<file path="config.mk">
export PLATFORM = sky130hd
export DESIGN_NAME = store_write_buffer
export DESIGN_NICKNAME = d
export VERILOG_FILES = /design/src/rtl/store_write_buffer.sv
export SDC_FILE = /design/constraint.sdc
export NUM_CORES = 1
export LEC_CHECK = 0
export CAP_MARGIN = 30
export CORE_AREA = 2 2 154 216
export CTS_BUF_LIST = sky130_fd_sc_hd__clkbuf_8
export DETAILED_ROUTE_END_ITERATION = 10
export DIE_AREA = 0 0 156 218
export PLACE_DENSITY = 0.87
export SLEW_MARGIN = 20
export SYNTH_ARGS = -nofsm -noshare
export SYNTH_HDL_FRONTEND = slang
export SYNTH_SLANG_ARGS = --single-unit
</file>
<file path="constraint.sdc">
create_clock -name clk -period 20.4 [get_ports clk]
set_input_delay 6.12 -clock clk [delete_from_list [all_inputs] [get_ports clk]]
set_output_delay 6.12 -clock clk [all_outputs]
set_load 0.02 [all_outputs]
</file>
<file path="src/rtl/store_write_buffer.sv">
// store_write_buffer: posted-write FIFO between MEM stage and single-port data memory,
// draining one store per idle port cycle and forwarding the youngest matching store to loads.
module store_write_buffer #(
  parameter int DataWidth = 32,
  parameter int Depth     = 4
) (
  input  logic                       clk,
  input  logic                       rst_n,
  input  logic                       st_valid_i,
  input  logic [DataWidth-1:0]       st_addr_i,
  input  logic [DataWidth-1:0]       st_data_i,
  output logic                       st_ready_o,
  input  logic                       ld_active_i,
  input  logic [DataWidth-1:0]       ld_addr_i,
  output logic [DataWidth-1:0]       ld_data_o,
  output logic                       ld_fwd_o,
  output logic [DataWidth-1:0]       mem_addr_o,
  output logic [DataWidth-1:0]       mem_wrdata_o,
  output logic                       mem_wren_o,
  input  logic [DataWidth-1:0]       mem_rddata_i,
  output logic                       buf_empty_o,
  output logic [$clog2(Depth):0]     buf_count_o
);
  localparam int AW = $clog2(Depth);
  logic [DataWidth-1:0] addr_q [Depth];
  logic [DataWidth-1:0] data_q [Depth];
  logic [Depth-1:0]     vld_q;
  logic [AW-1:0]        wr_ptr_q, rd_ptr_q, idx;
  logic [AW:0]          count_q, count_d;
  logic                 full, empty, push, drain, hit;
  logic [DataWidth-1:0] fwd_data;
  assign full         = count_q == (AW+1)'(Depth);
  assign empty        = count_q == '0;
  assign push         = st_valid_i && !full;
  assign drain        = !ld_active_i && !empty;
  assign count_d      = count_q + {{AW{1'b0}}, push} - {{AW{1'b0}}, drain};
  assign st_ready_o   = !full;
  assign buf_empty_o  = empty;
  assign buf_count_o  = count_q;
  assign mem_wren_o   = drain;
  assign mem_addr_o   = drain ? addr_q[rd_ptr_q] : ld_addr_i;
  assign mem_wrdata_o = data_q[rd_ptr_q];
  assign ld_fwd_o     = ld_active_i && hit;
  assign ld_data_o    = ld_fwd_o ? fwd_data : mem_rddata_i;
  // Scan oldest to youngest so the last match seen is the youngest store.
  always_comb begin
    hit      = 1'b0;
    fwd_data = '0;
    idx      = '0;
    for (int i = 0; i < Depth; i++) begin
      idx = rd_ptr_q + AW'(i);
      if (vld_q[idx] && addr_q[idx] == ld_addr_i) begin
        hit      = 1'b1;
        fwd_data = data_q[idx];
      end
    end
  end
  always_ff @(posedge clk or negedge rst_n) begin
    if (!rst_n) begin
      for (int i = 0; i < Depth; i++) begin
        addr_q[i] <= '0;
        data_q[i] <= '0;
      end
      vld_q    <= '0;
      wr_ptr_q <= '0;
      rd_ptr_q <= '0;
      count_q  <= '0;
    end else begin
      if (push) begin
        addr_q[wr_ptr_q] <= st_addr_i;
        data_q[wr_ptr_q] <= st_data_i;
        vld_q[wr_ptr_q]  <= 1'b1;
        wr_ptr_q         <= wr_ptr_q + 1'b1;
      end
      if (drain) begin
        vld_q[rd_ptr_q] <= 1'b0;
        rd_ptr_q        <= rd_ptr_q + 1'b1;
      end
      count_q <= count_d;
    end
  end
endmodule

</file>
==> results, run 1 <==
- Along the worst path, the maximum fanout reaches 64.
- The H-tree level count is 2.
- The initial utilization of the core area, before any placement, comes to 62.0%.
- The worst-case clock buffer depth is 3.
- The hold violation count in the final report is 0.
- Synthesis produced a netlist with a net count of 1,877.
- Before antenna repair, the detailed router went through 6 iterations.
- The netlist uses 65 different library cells.
- The count of final setup violators is 0.
- The number of setup buffers added after CTS is 0.
- The pre-CTS setup slack is 3.93 ns.
- The worst path setup slack after routing is 3.88 ns.
- In this run the worst setup path begins at ld_addr_i[1].
- The setup check on the worst reg-to-reg path leaves a slack of 16.86 ns.
- The number of resized instances in the post-cts repair step is 0.
- The final setup skew is 0.0188 ns.
- In the routed layout, each cell is associated on average with a via count of 6.88.
- The overall track demand over capacity in global routing is 34.5%.
- The max-slew violation count is 0.
- The critical path goes through clkdlybuf4s50_1, clkinv_1, o211ai_1, a211o_1, a2111oi_0, nand3_1, nor2_2, buf_4, o41ai_4, buf_4, a211oi_1, a21o_1, clkdlybuf4s50_1.
- The count of flip-flops with a built-in enable after synthesis is 0.
- In this run the power density over the cells is 196 mW/mm².
- The relative slew slack is 30.9%.
- The die is 156 µm wide.
- For this run, the register share of the synthesized area comes to 33.5%.
- The later pin in the worst-skew pair is clocked with a latency of 0.58 ns.
- Setup repair after global routing left no endpoint under its margin.
- The buffer type at the clock tree root is clkbuf_8.
- The tool flagged a number of max-cap violations equal to 0.
- The clock net in this run drives a total of 267 sinks.
- For this block, the routed nets add up to 58,400 µm of wire.
- The endpoint arrival time on the critical path is 10.40 ns.
- The post-layout minimum cycle time is 16.52 ns.
- The residual antenna-violating net count after detailed routing is 0.
- The region available for standard cell placement spans 0.0321 mm².
- The post-synthesis instance area is 0.0199 mm².
- The pin count of the biggest net entering global routing is 144.
- The initial antenna violation count is 3.
- The clock-pin slew on the worst setup and hold paths is 0.06 ns.
- The class of the tightest hold or removal check is flip-flop to flip-flop.
- The cell count after synthesis is 1,734.
- The floorplan row count is 78.
- The fraction of the cycle the final worst path needs is 81.0%.
- The worst register-to-register path begins at rd_ptr_q[0].
- The quantity of I/O buffers inserted on ports is 234.
- The critical path in this run is classified as input port to primary output.
- The violation count after the first detailed-route iteration is 1,220.
- The overflow left after global routing is 0.
- After detailed routing, the average wire length per cell comes to 25.3 µm.
- In this run the count of I/O pins placed on the die edge is 235.
- The count of synthesis-stage warnings from yosys is 0.
- The most used flip-flop cell after synthesis is dfrtp_1.
- The first global-routing pass estimated 90,400 µm of wire.
- For the worst flop-to-flop path, the logic depth is 6.
- The via count of the first global-routing pass was 15,900.
- Measured along the y axis, the die boundary spans 218 µm.
- The flow ran to the end, and the final reports show no timing, DRC or antenna violations.
- The completed layout was analyzed and its total power is 4.53 mW.
- The capture point of the worst path is ld_data_o[29].
- In the final layout, the share of cells above drive strength 1 is 28.2%.
- In this run the mean area of a mapped cell was 11.5 µm².
- Buffers inserted during clock tree synthesis total 42.
- The TritonCTS clock tree is built.
- The estimated wirelength of the detail-placed design is 40,100 µm.
- STA classifies the critical path endpoint as a primary output.
- The worst stage delay on the critical path is 0.65 ns.
- The share of flip-flops with an asynchronous set or reset after synthesis is 100%.
- On the critical path, the stage with the largest delay is an instance of clkdlybuf4s50_1.
- The total vias in the final route is 15,900.
- The static leakage power is 9.26 nW.
- Compared with the post-synthesis result, the final layout area differs by 16.0%.
- The die covers 0.0340 mm².
- The final sum of negative setup slack is 0 ns.
- Data on the critical path is required at its endpoint by 14.28 ns.
- The count of hold-fix buffers inserted at cts is 0.
- The worst setup path is launched from an input port.
- The transition time at the pin with the least slew margin is 1.04 ns.
- IR analysis of the VDD net gives a maximum drop of 140 µV.
- The routability-driven placement congestion ratio is 1.05.
- After detailed routing, the number of remaining DRC violations is 0.
- Synthesis inferred 267 register bits.
- The fmax is 60.5 MHz.
- In this run the critical register-to-register path is captured at rd_ptr_q[1].
- At the end of the flow, the number of nets in the layout was 2,019.
-- per-stage QoR --
stage	cell area (µm²)	std cells	hold WS (ns)	util [%]
detailed placement	22200	2228	0.516	69.2
CTS	23000	2298	0.526	71.7
global route	23100	2303	0.555	72.0
global placement	22200	2227	0.511	69.2
floorplan	19900	1734	0.509	-
finish	23100	2305	0.524	72.0
-- cell usage in the layout, fill, tap and decap left out, types with 5 or more instances in the layout --
cell type,netlist,final
a211oi_1,38,38
a21o_1,33,33
a21oi_1,47,47
a221oi_1,35,35
a22oi_1,8,8
buf_4,16,20
clkbuf_8,0,51
clkdlybuf4s50_1,0,233
dfrtp_1,267,265
ha_1,10,9
inv_1,16,31
mux2_2,296,296
mux2i_1,125,125
mux4_1,6,6
mux4_2,139,139
nand2_1,115,111
nand2b_1,5,5
nand3_1,37,37
nand4_1,16,16
nor2_1,98,98
nor4_1,7,7
o211ai_1,10,10
o21ai_0,62,62
o221ai_1,6,6
o22ai_1,15,15
o2bb2ai_1,5,5
xnor2_1,83,83
xor2_1,31,31
-- synthesized netlist by cell type, types with 3 or more instances --
master,n,area share [%]
and3_1,3,0.094
buf_1,20,0.38
a221oi_1,35,1.5
o2bb2ai_1,5,0.22
o2111ai_1,3,0.13
o21ai_0,62,1.6
ha_1,10,0.63
nand2b_1,5,0.16
nor3_1,3,0.075
nor2_1,98,1.8
nand4_1,16,0.50
nor2_2,4,0.13
a22o_1,4,0.18
mux4_1,6,0.79
inv_1,16,0.30
buf_2,26,0.65
o221ai_1,6,0.26
mux4_2,139,16
a22oi_1,8,0.30
a2bb2oi_1,3,0.13
nand2_1,115,2.2
buf_6,9,0.51
a211oi_1,38,1.4
nand4b_1,3,0.13
buf_4,16,0.60
mux2i_1,125,6.3
clkinv_1,3,0.057
a211o_1,4,0.18
a21oi_1,47,1.2
a21o_1,33,1.2
mux2_2,296,17
nor4_1,7,0.22
xnor2_1,83,3.6
xor2_1,31,1.4
nand3_1,37,0.93
clkbuf_1,90,1.7
o211ai_1,10,0.38
dfrtp_1,267,34
o22ai_1,15,0.47
-- how the worst min path moves through the flow --
stage | to | slack [ns] | depth (start not counted) | from
after floorplan | data_q[95] | 0.51 | 1 | data_q[95]
final | buf_count_o[2] | 0.52 | 1 | buf_count_o[2]
after global routing | buf_count_o[2] | 0.56 | 1 | buf_count_o[2]
after global placement | buf_count_o[2] | 0.51 | 1 | buf_count_o[2]
after CTS | buf_count_o[2] | 0.53 | 1 | buf_count_o[2]
after detailed placement | buf_count_o[2] | 0.52 | 1 | buf_count_o[2]
-- critical path: cells and delay by family --
| kind | cells | cell delay [ns] |
|---|---|---|
| AOI/OAI and AO/OA | 6 | 1.64 |
| and+or+nand+nor | 2 | 0.32 |
| buffers and inverters | 5 | 2.27 |
-- flip-flops by register name (all words and copies together), names as in the netlist --
register,cells
data_q,128
addr_q,128
buf_count_o,3
vld_q,4
rd_ptr_q,2
wr_ptr_q,2
-- logic make-up (layout without fill, tap and decap cells) --
family / after synthesis / in the layout / share of synthesized area (%)
compound gates: 290 / 290 / 10.2
xor+xnor: 114 / 114 / 5.01
fa+ha+maj: 11 / 11 / 0.729
buf+inv: 181 / 349 / 4.23
flops: 267 / 267 / 33.5
mux: 566 / 566 / 39.5
other cells: 0 / 3 / 0
simple gates: 305 / 305 / 6.80
-- where the power goes --
group	switching, mW	leakage (nW)	internal [mW]	total [mW]
Clock	0.212	0.458	0.224	0.436
Sequential	0.324	3.17	0.807	1.13
Combinational	1.45	5.63	1.51	2.96
Total	1.99	9.26	2.54	4.53
-- per-layer routing --
metal  track usage, %  share of wire (%)  routed length (µm)  vias up
met2             59.4                 51               29800      812
met5                0                  0                   0        -
met3             5.01                7.5                4370      177
met4             19.7                6.0                3510        0
li1                 -                  -                   -     6893
met1             41.4                 35               20700     7982
-- final cells by class --
type,count,area (µm²)
Sequential cell,267,6690
Tap cell,400,500
Clock inverter,19,78.8
Inverter,19,71.3
Fill cell,2252,8990
Timing Repair Buffer,260,2640
Multi-Input combinational cell,1286,12400
Antenna cell,3,7.51
Clock buffer,51,702
(Power assumes the default switching activity.)
==> run 2: changes to the inputs <==
--- a/config.mk
+++ b/config.mk
@@ -6,11 +6,11 @@
 export NUM_CORES = 1
 export LEC_CHECK = 0
 export CAP_MARGIN = 30
-export CORE_AREA = 2 2 154 216
+export CORE_AREA = 2 2 167 235
 export CTS_BUF_LIST = sky130_fd_sc_hd__clkbuf_8
 export DETAILED_ROUTE_END_ITERATION = 10
-export DIE_AREA = 0 0 156 218
-export PLACE_DENSITY = 0.87
+export DIE_AREA = 0 0 169 237
+export PLACE_DENSITY = 0.79
 export SLEW_MARGIN = 20
 export SYNTH_ARGS = -nofsm -noshare
 export SYNTH_HDL_FRONTEND = slang
==> constraint.sdc (replaced) <==
create_clock -name clk -period 15 [get_ports clk]
set_input_delay 4.5 -clock clk [delete_from_list [all_inputs] [get_ports clk]]
set_output_delay 4.5 -clock clk [all_outputs]
set_load 0.02 [all_outputs]
==> run 2 against run 1 <==
Compared with the run above: combinational power up 36%; hold slack better by 0.0036 ns; clock power up 51%; core utilization down 11 points; largest power group unchanged; highest routed layer is now met5.
==> results, run 2 (synthesis results as in run 1) <==
- The flow ran to the end, and the final reports show no timing, DRC or antenna violations.
- The number of resized instances in the post-cts repair step is 0 (unchanged).
- The count of nets after finishing was 2,021 (+0.099%).
- The class of the most critical setup path is input port to primary output.
- The net switching power is 2.72 mW (+37%).
- The share of power burned in registers is 24.9% (about the same).
- Leaving out fill and tap cells, the most frequent cells in the layout are mux2_2, dfrtp_1, clkdlybuf4s50_1, mux4_2, mux2i_1.
- The cell internal power dissipation is 3.51 mW (+38%).
- The hold violation count in the final report was 0 (unchanged).
- The total area of multi-input combinational cells is 0.0124 mm² (about the same).
- STA classifies the critical path startpoint as an input port.
- The clock net sink count is 267 (unchanged).
- In this run the worst hold path is classified as flip-flop to flip-flop.
- STA classifies the critical path endpoint as a primary output.
- The detailed-route vias per instance is 6.55 (-4.9%).
- The final-layout fill cell count is 3,044 (+35%).
- The tree is rooted in a clkbuf_8.
- The wire length per cell after detailed routing is 24.9 µm (-1.8%).
- The max capacitance violation total was 0 (unchanged).
- The count of hold-fix buffers inserted at cts is 0 (unchanged).
- The maximum fanout along the worst path was 32 (-50%).
- Relative to the synthesized area, the layout overhead comes to 16.8%.
- The die width is 169 µm (+8.3%).
- The hold path depth was 1 (unchanged).
- The final setup skew is 0.0293 ns (+0.0105 ns).
- The estimated wirelength of the detail-placed design came to 41,600 µm (+3.9%).
- The total power is 6.23 mW (+37%).
- The TritonCTS clock tree is built.
- The worst-case clock buffer depth came to 3 (unchanged).
- The flop-to-flop setup slack is 11.45 ns (-5.41 ns).
- The final sum of negative setup slack came to 0 ns (unchanged).
- In this run the critical register-to-register path is captured at buf_count_o[2].
- The worst reg2reg path startpoint is buf_count_o[1].
- The portion of total power attributed to the clock network was 10.6% (+1.0 points).
- The area taken by flip-flops and latches was 0.00669 mm² (unchanged).
- The number of cells in the finished layout apart from fillers is 2,384 (+3.4%).
- The effective utilization at floorplan is 52.3% (-9.7 points).
- The residual antenna-violating net count after detailed routing came to 0 (unchanged).
- The overflow left after global routing was 0 (unchanged).
- The fraction of the cycle the final worst path needs is 88.7%.
- The switching share of power is 43.7% (-0.23 points).
- The die outline area is 0.0401 mm² (+18%).
- The count of final setup violators is 0 (unchanged).
- The total vias in the final route is 15,600 (-1.6%).
- Setup repair after global routing left no endpoint under its margin.
- The wire length of the first global-routing pass is 92,000 µm (+1.8%).
- The routability-driven placement congestion ratio is 1.05 (-0.63%).
- The quantity of I/O buffers inserted on ports came to 234 (unchanged).
- The total DRC errors in the routed layout is 0 (unchanged).
- The overall track demand over capacity in global routing came to 29.7% (-4.8 points).
- The H-tree level count is 2 (unchanged).
- The number of placed I/O pins is 235 (unchanged).
- The floorplan row count came to 85 (+9.0%).
- The iteration count of the initial detailed-routing pass is 8 (+2).
- The fmax is 75.1 MHz.
- The share of final-layout standard cells stronger than drive strength 1 is 28.3% (+0.13 points).
- The post-layout minimum cycle time is 13.31 ns.
- The static leakage power is 9.27 nW (+0.19%).
- The worst hold path begins at buf_count_o[2].
- The worst endpoint required time is 10.50 ns (-3.78 ns).
- The relative slew slack is 35.0% (+4.1 points).
- The floorplan core area is 0.0381 mm² (+19%).
- The number of setup buffers added after CTS came to 0 (unchanged).
- The cell area power density is 268 mW/mm² (+37%).
- The clock-pin slew on the worst setup and hold paths is 0.06 ns (about the same).
- The max-slew violation count came to 0 (unchanged).
- The pin count of the biggest net entering global routing came to 128 (-11%).
- The library cell used most frequently in the layout, excluding fill and tap cells, is mux2_2.
- The transition time at the pin with the least slew margin is 0.971 ns (-0.0656 ns).
- The insertion delay to the later sink of the worst-skew pair is 0.59 ns (about the same).
- The maximum VDD drop is 189 µV (+34%).
- The largest registers in the layout are addr_q x128, data_q x128, vld_q x4.
- The placed instance count came to 2,308 (+3.6%).
- The CTS buffer count is 44 (+4.8%).
- The worst hold path endpoint is buf_count_o[2].
- The initial antenna violation count was 2 (-1).
- The logic depth of the worst register-to-register path is 11 (+5).
- The height of the die is 237 µm (+8.7%).
- The smallest hold slack is 0.528 ns (+0.00358 ns).
- The part of the total power dissipated in combinational logic was 64.5% (-0.9 points).
- The via count of the first global-routing pass is 15,900 (-0.14%).
- The fraction of the core area covered by cells at the end of the flow came to 61.1% (-11 points).
- The violation count after the first detailed-route iteration was 1,276 (+4.6%).
- The endpoint arrival time on the critical path is 8.81 ns (-1.59 ns).
- The routed wire length was 59,300 µm (+1.6%).
-- run 2: cell types whose count changed in the layout (fill, tap and decap cells not counted), sizes merged --
cell	delta
diode	-1
clkinv	-2
clkbuf	+1
bufinv	+3
-- run 2: how the worst max path moves through the flow --
stage                               end  slack, ns  cells after the start     startpoint
after floorplan           ld_data_o[10]       3.33                     11   ld_addr_i[3]
after global placement     ld_data_o[6]       1.80                     12  ld_addr_i[27]
after detailed placement  ld_data_o[20]       1.78                     12  ld_addr_i[27]
after CTS                 ld_data_o[20]       1.78                     12  ld_addr_i[27]
after global routing      ld_data_o[22]       1.44                     13   ld_addr_i[1]
final                     ld_data_o[29]       1.69                     12  ld_addr_i[27]
-- run 2: power by group through the flow --
stage	logic (mW)	registers, mW	clock network [mW]
finish	4.02	1.55	0.658
global route	4.25	1.61	0.706
CTS	4.00	1.54	0.675
detailed placement	3.98	1.55	0
global placement	3.92	1.49	0
floorplan	3.03	1.37	0
-- run 2: routing by layer --
| layer | part of all wire, % | track usage [%] | up-vias | routed length, µm |
|---|---|---|---|---|
| met3 | 6.3 | 3.91 | 171 | 3730 |
| met2 | 51 | 51.3 | 678 | 30100 |
| li1 | - | - | 6886 | - |
| met4 | 5.9 | 16.8 | 2 | 3520 |
| met1 | 37 | 35.7 | 7871 | 21900 |
| met5 | 0.024 | 0 | - | 14 |
-- run 2: area by class of cell --
class	count	area share (%)
diodes	2	0.0215
clock buffers	52	3.08
clock inverters	20	0.705
inverters	19	0.307
multi-input cells	1286	53.4
flip-flops and latches	267	28.8
well taps	478	2.57
repair buffers	260	11.2
-- run 2: worst max-delay path: stages --
cell	delay, ns
clkdlybuf4s50_1	0.75
inv_1	0.22
xnor2_1	0.17
nor4_1	0.76
nand2_1	0.12
or4_4	0.48
a211oi_4	0.16
buf_4	0.43
a221oi_1	0.14
a211oi_1	0.33
a21o_1	0.12
clkdlybuf4s50_1	0.60
-- run 2: per-stage QoR --
| step | setup slack, ns | instance area [µm²] |
|---|---|---|
| 3_3_place_gp | 1.80 | 22300 |
| 6_report | 1.69 | 23300 |
| 5_1_grt | 1.44 | 23300 |
| 4_1_cts | 1.78 | 23200 |
| 2_1_floorplan | 3.33 | 19900 |
| 3_5_place_dp | 1.78 | 22300 |
==> run 3: changes to the inputs <==
--- a/config.mk
+++ b/config.mk
@@ -10,6 +10,7 @@
 export CTS_BUF_LIST = sky130_fd_sc_hd__clkbuf_8
 export DETAILED_ROUTE_END_ITERATION = 10
 export DIE_AREA = 0 0 169 237
+export GPL_ROUTABILITY_DRIVEN = 0
 export PLACE_DENSITY = 0.79
 export SLEW_MARGIN = 20
 export SYNTH_ARGS = -nofsm -noshare
==> run 3 against run 2 <==
Compared with the run above: first-iteration DRC count up 20%; via count up 1.2%; core utilization about the same; register-to-register slack worse by 0.72 ns; non-clock buffer count down 3; routed wire length down 0.29%; global-route usage up 0.11 points.
==> results, run 3 (synthesis results as in run 1) <==
- The flow ran to the end, and the final reports show no timing, DRC or antenna violations.
- The wire length of the first global-routing pass was 92,700 µm (+0.83%).
- TritonCTS built the clock tree.
- The commonest non-fill, non-tap cell in the layout is mux2_2.
- The die outline area is 0.0401 mm² (unchanged).
- The buffer type at the clock tree root is clkbuf_8.
- The routed wire length is 59,200 µm (-0.29%).
- The relative area change from synthesis to final layout was 16.8% (about the same).
- The flop-to-flop setup slack was 10.73 ns (-0.72 ns).
- The worst-case clock buffer depth is 3 (unchanged).
- The endpoint kind of the worst setup timing path is a primary output.
- The logic depth of the worst register-to-register path is 11 (unchanged).
- The transition time at the pin with the least slew margin is 1.03 ns (+0.0625 ns).
- The iteration count of the initial detailed-routing pass came to 8 (unchanged).
- The net switching power is 2.70 mW (-0.65%).
- The floorplan core area is 0.0381 mm² (unchanged).
- The switching share of power is 43.5% (-0.16 points).
- The class of the tightest hold or removal check is flip-flop to flip-flop.
- The overall track demand over capacity in global routing came to 29.8% (+0.11 points).
- The wire length on met1 is 21,400 µm (-2.5%).
- The initial antenna violation count is 2 (unchanged).
- The share of power burned in registers is 24.6% (-0.3 points).
- The startpoint class of the critical path is an input port.
- The class of the most critical setup path is input port to primary output.
- The share of final-layout standard cells stronger than drive strength 1 is 28.4% (+0.053 points).
- The pin count of the biggest net entering global routing is 151 (+18%).
- The maximum fanout along the worst path came to 64 (+100%).
- The cell internal power dissipation is 3.51 mW (about the same).
- The count of final setup violators is 0 (unchanged).
- The height of the die is 237 µm (unchanged).
- The count of nets after finishing is 2,018 (-0.15%).
- The max-slew violation count was 0 (unchanged).
- The CTS buffer count came to 44 (unchanged).
- The total length of routed met2 wires came to 30,000 µm (-0.34%).
- The floorplan row count is 85 (unchanged).
- The effective utilization at floorplan is 52.3% (unchanged).
- The H-tree level count is 2 (unchanged).
- The quantity of I/O buffers inserted on ports is 234 (unchanged).
- The largest registers in the layout are addr_q x128, data_q x128, vld_q x4.
- The violation count after the first detailed-route iteration is 1,537 (+20%).
- The residual antenna-violating net count after detailed routing is 0 (unchanged).
- The number of setup buffers added after CTS is 0 (unchanged).
- The number of resized instances in the post-cts repair step came to 0 (unchanged).
- The clock net sink count is 267 (unchanged).
- The endpoint arrival time on the critical path is 8.84 ns (+0.03 ns).
- The fmax was 75.0 MHz (-0.21%).
- The worst reg2reg path startpoint is buf_count_o[1].
- The via count of the first global-routing pass was 16,300 (+2.3%).
- The placed instance count came to 2,305 (-0.13%).
- The maximum VDD drop is 197 µV (+4.2%).
- The final sum of negative setup slack is 0 ns (unchanged).
- The total vias in the final route came to 15,800 (+1.2%).
- Leaving out fill and tap cells, the most frequent cells in the layout are mux2_2, dfrtp_1, clkdlybuf4s50_1, mux4_2, mux2i_1.
- The clock-pin slew on the worst setup and hold paths is 0.06 ns (about the same).
- The most critical setup path has its startpoint at ld_addr_i[1].
- The count of hold-fix buffers inserted at cts came to 0 (unchanged).
- The insertion delay to the later sink of the worst-skew pair is 0.61 ns (+0.02 ns).
- The total power is 6.21 mW (-0.28%).
- The post-layout minimum cycle time is 13.34 ns (+0.0285 ns).
- The number of cells in the finished layout apart from fillers is 2,383 (-0.042%).
- Setup repair after global routing left no endpoint under its margin.
- The total DRC errors in the routed layout is 0 (unchanged).
- The fraction of the core area covered by cells at the end of the flow is 61.1% (about the same).
- The wire length per cell after detailed routing is 24.8 µm (-0.25%).
- The cell area power density is 267 mW/mm² (-0.30%).
- The final setup skew is 0.0366 ns (+0.00735 ns).
- The number of placed I/O pins was 235 (unchanged).
- The overflow left after global routing is 0 (unchanged).
- The fraction of the cycle the final worst path needs is 88.9% (+0.19 points).
- The worst register-to-register path ends at buf_count_o[2].
- The die width is 169 µm (unchanged).
- The estimated wirelength of the detail-placed design is 39,800 µm (-4.3%).
- The portion of total power attributed to the clock network came to 10.8% (+0.2 points).
- The worst endpoint required time is 10.50 ns (about the same).
- The relative slew slack was 31.1% (-3.9 points).
- The static leakage power is 9.27 nW (about the same).
- The hold violation count in the final report is 0 (unchanged).
- The uppermost signal routing layer after detailed routing is met4.
- The detailed-route vias per instance is 6.63 (+1.2%).
- The met3 wirelength from detailed routing is 4120 µm (+10%).
- The critical path ends at ld_data_o[20].
- The part of the total power dissipated in combinational logic is 64.6% (about the same).
- The max capacitance violation total is 0 (unchanged).
[run 3: per-stage QoR]
stage	hold WS, ns	area [µm²]	worst slack (ns)
2_1_floorplan	0.509	19900	3.33
4_1_cts	0.532	23200	1.80
3_5_place_dp	0.523	22300	1.81
6_report	0.537	23300	1.66
5_1_grt	0.567	23300	1.51
3_3_place_gp	0.517	22300	1.85
[run 3: cell type report]
class / instances / area [µm²]
clock buffer: 55 / 757
timing repair buffer: 257 / 2590
clock inverter: 20 / 140
multi-input combinational: 1286 / 12400
fill: 3053 / 14800
antenna: 1 / 2.50
inverter: 19 / 71.3
tap: 478 / 598
sequential: 267 / 6690
[run 3: worst min path at each step]
stage                   start              to  slack (ns)  cells past startpoint
2_1_floorplan      data_q[95]      data_q[95]        0.51                      1
3_3_place_gp   buf_count_o[2]  buf_count_o[2]        0.52                      1
3_5_place_dp   buf_count_o[2]  buf_count_o[2]        0.52                      1
4_1_cts        buf_count_o[2]  buf_count_o[2]        0.53                      1
5_1_grt        buf_count_o[2]  buf_count_o[2]        0.57                      1
6_report       buf_count_o[2]  buf_count_o[2]        0.54                      1
[run 3: worst max-delay path, stage by stage]
cell,delay [ns]
clkdlybuf4s50_1,0.61
clkinv_1,0.25
o211ai_1,0.10
a211o_1,0.32
a2111oi_0,0.63
nand3_1,0.23
nor2_2,0.14
buf_4,0.45
o41ai_4,0.14
buf_4,0.34
a211oi_1,0.36
a21o_1,0.12
clkdlybuf4s50_1,0.59
[run 3: power groups by stage]
stage | clock network [mW] | logic (mW) | registers, mW
3_3_place_gp | 0 | 3.86 | 1.48
6_report | 0.670 | 4.01 | 1.53
3_5_place_dp | 0 | 3.94 | 1.53
5_1_grt | 0.713 | 4.25 | 1.59
2_1_floorplan | 0 | 3.03 | 1.37
4_1_cts | 0.684 | 3.97 | 1.52
[run 3: routing by layer]
| metal | vias up | GRT usage, % |
|---|---|---|
| met4 | 0 | 16.7 |
| li1 | 6885 | - |
| met3 | 216 | 4.13 |
| met2 | 789 | 51.9 |
| met5 | - | 0 |
| met1 | 7901 | 35.3 |
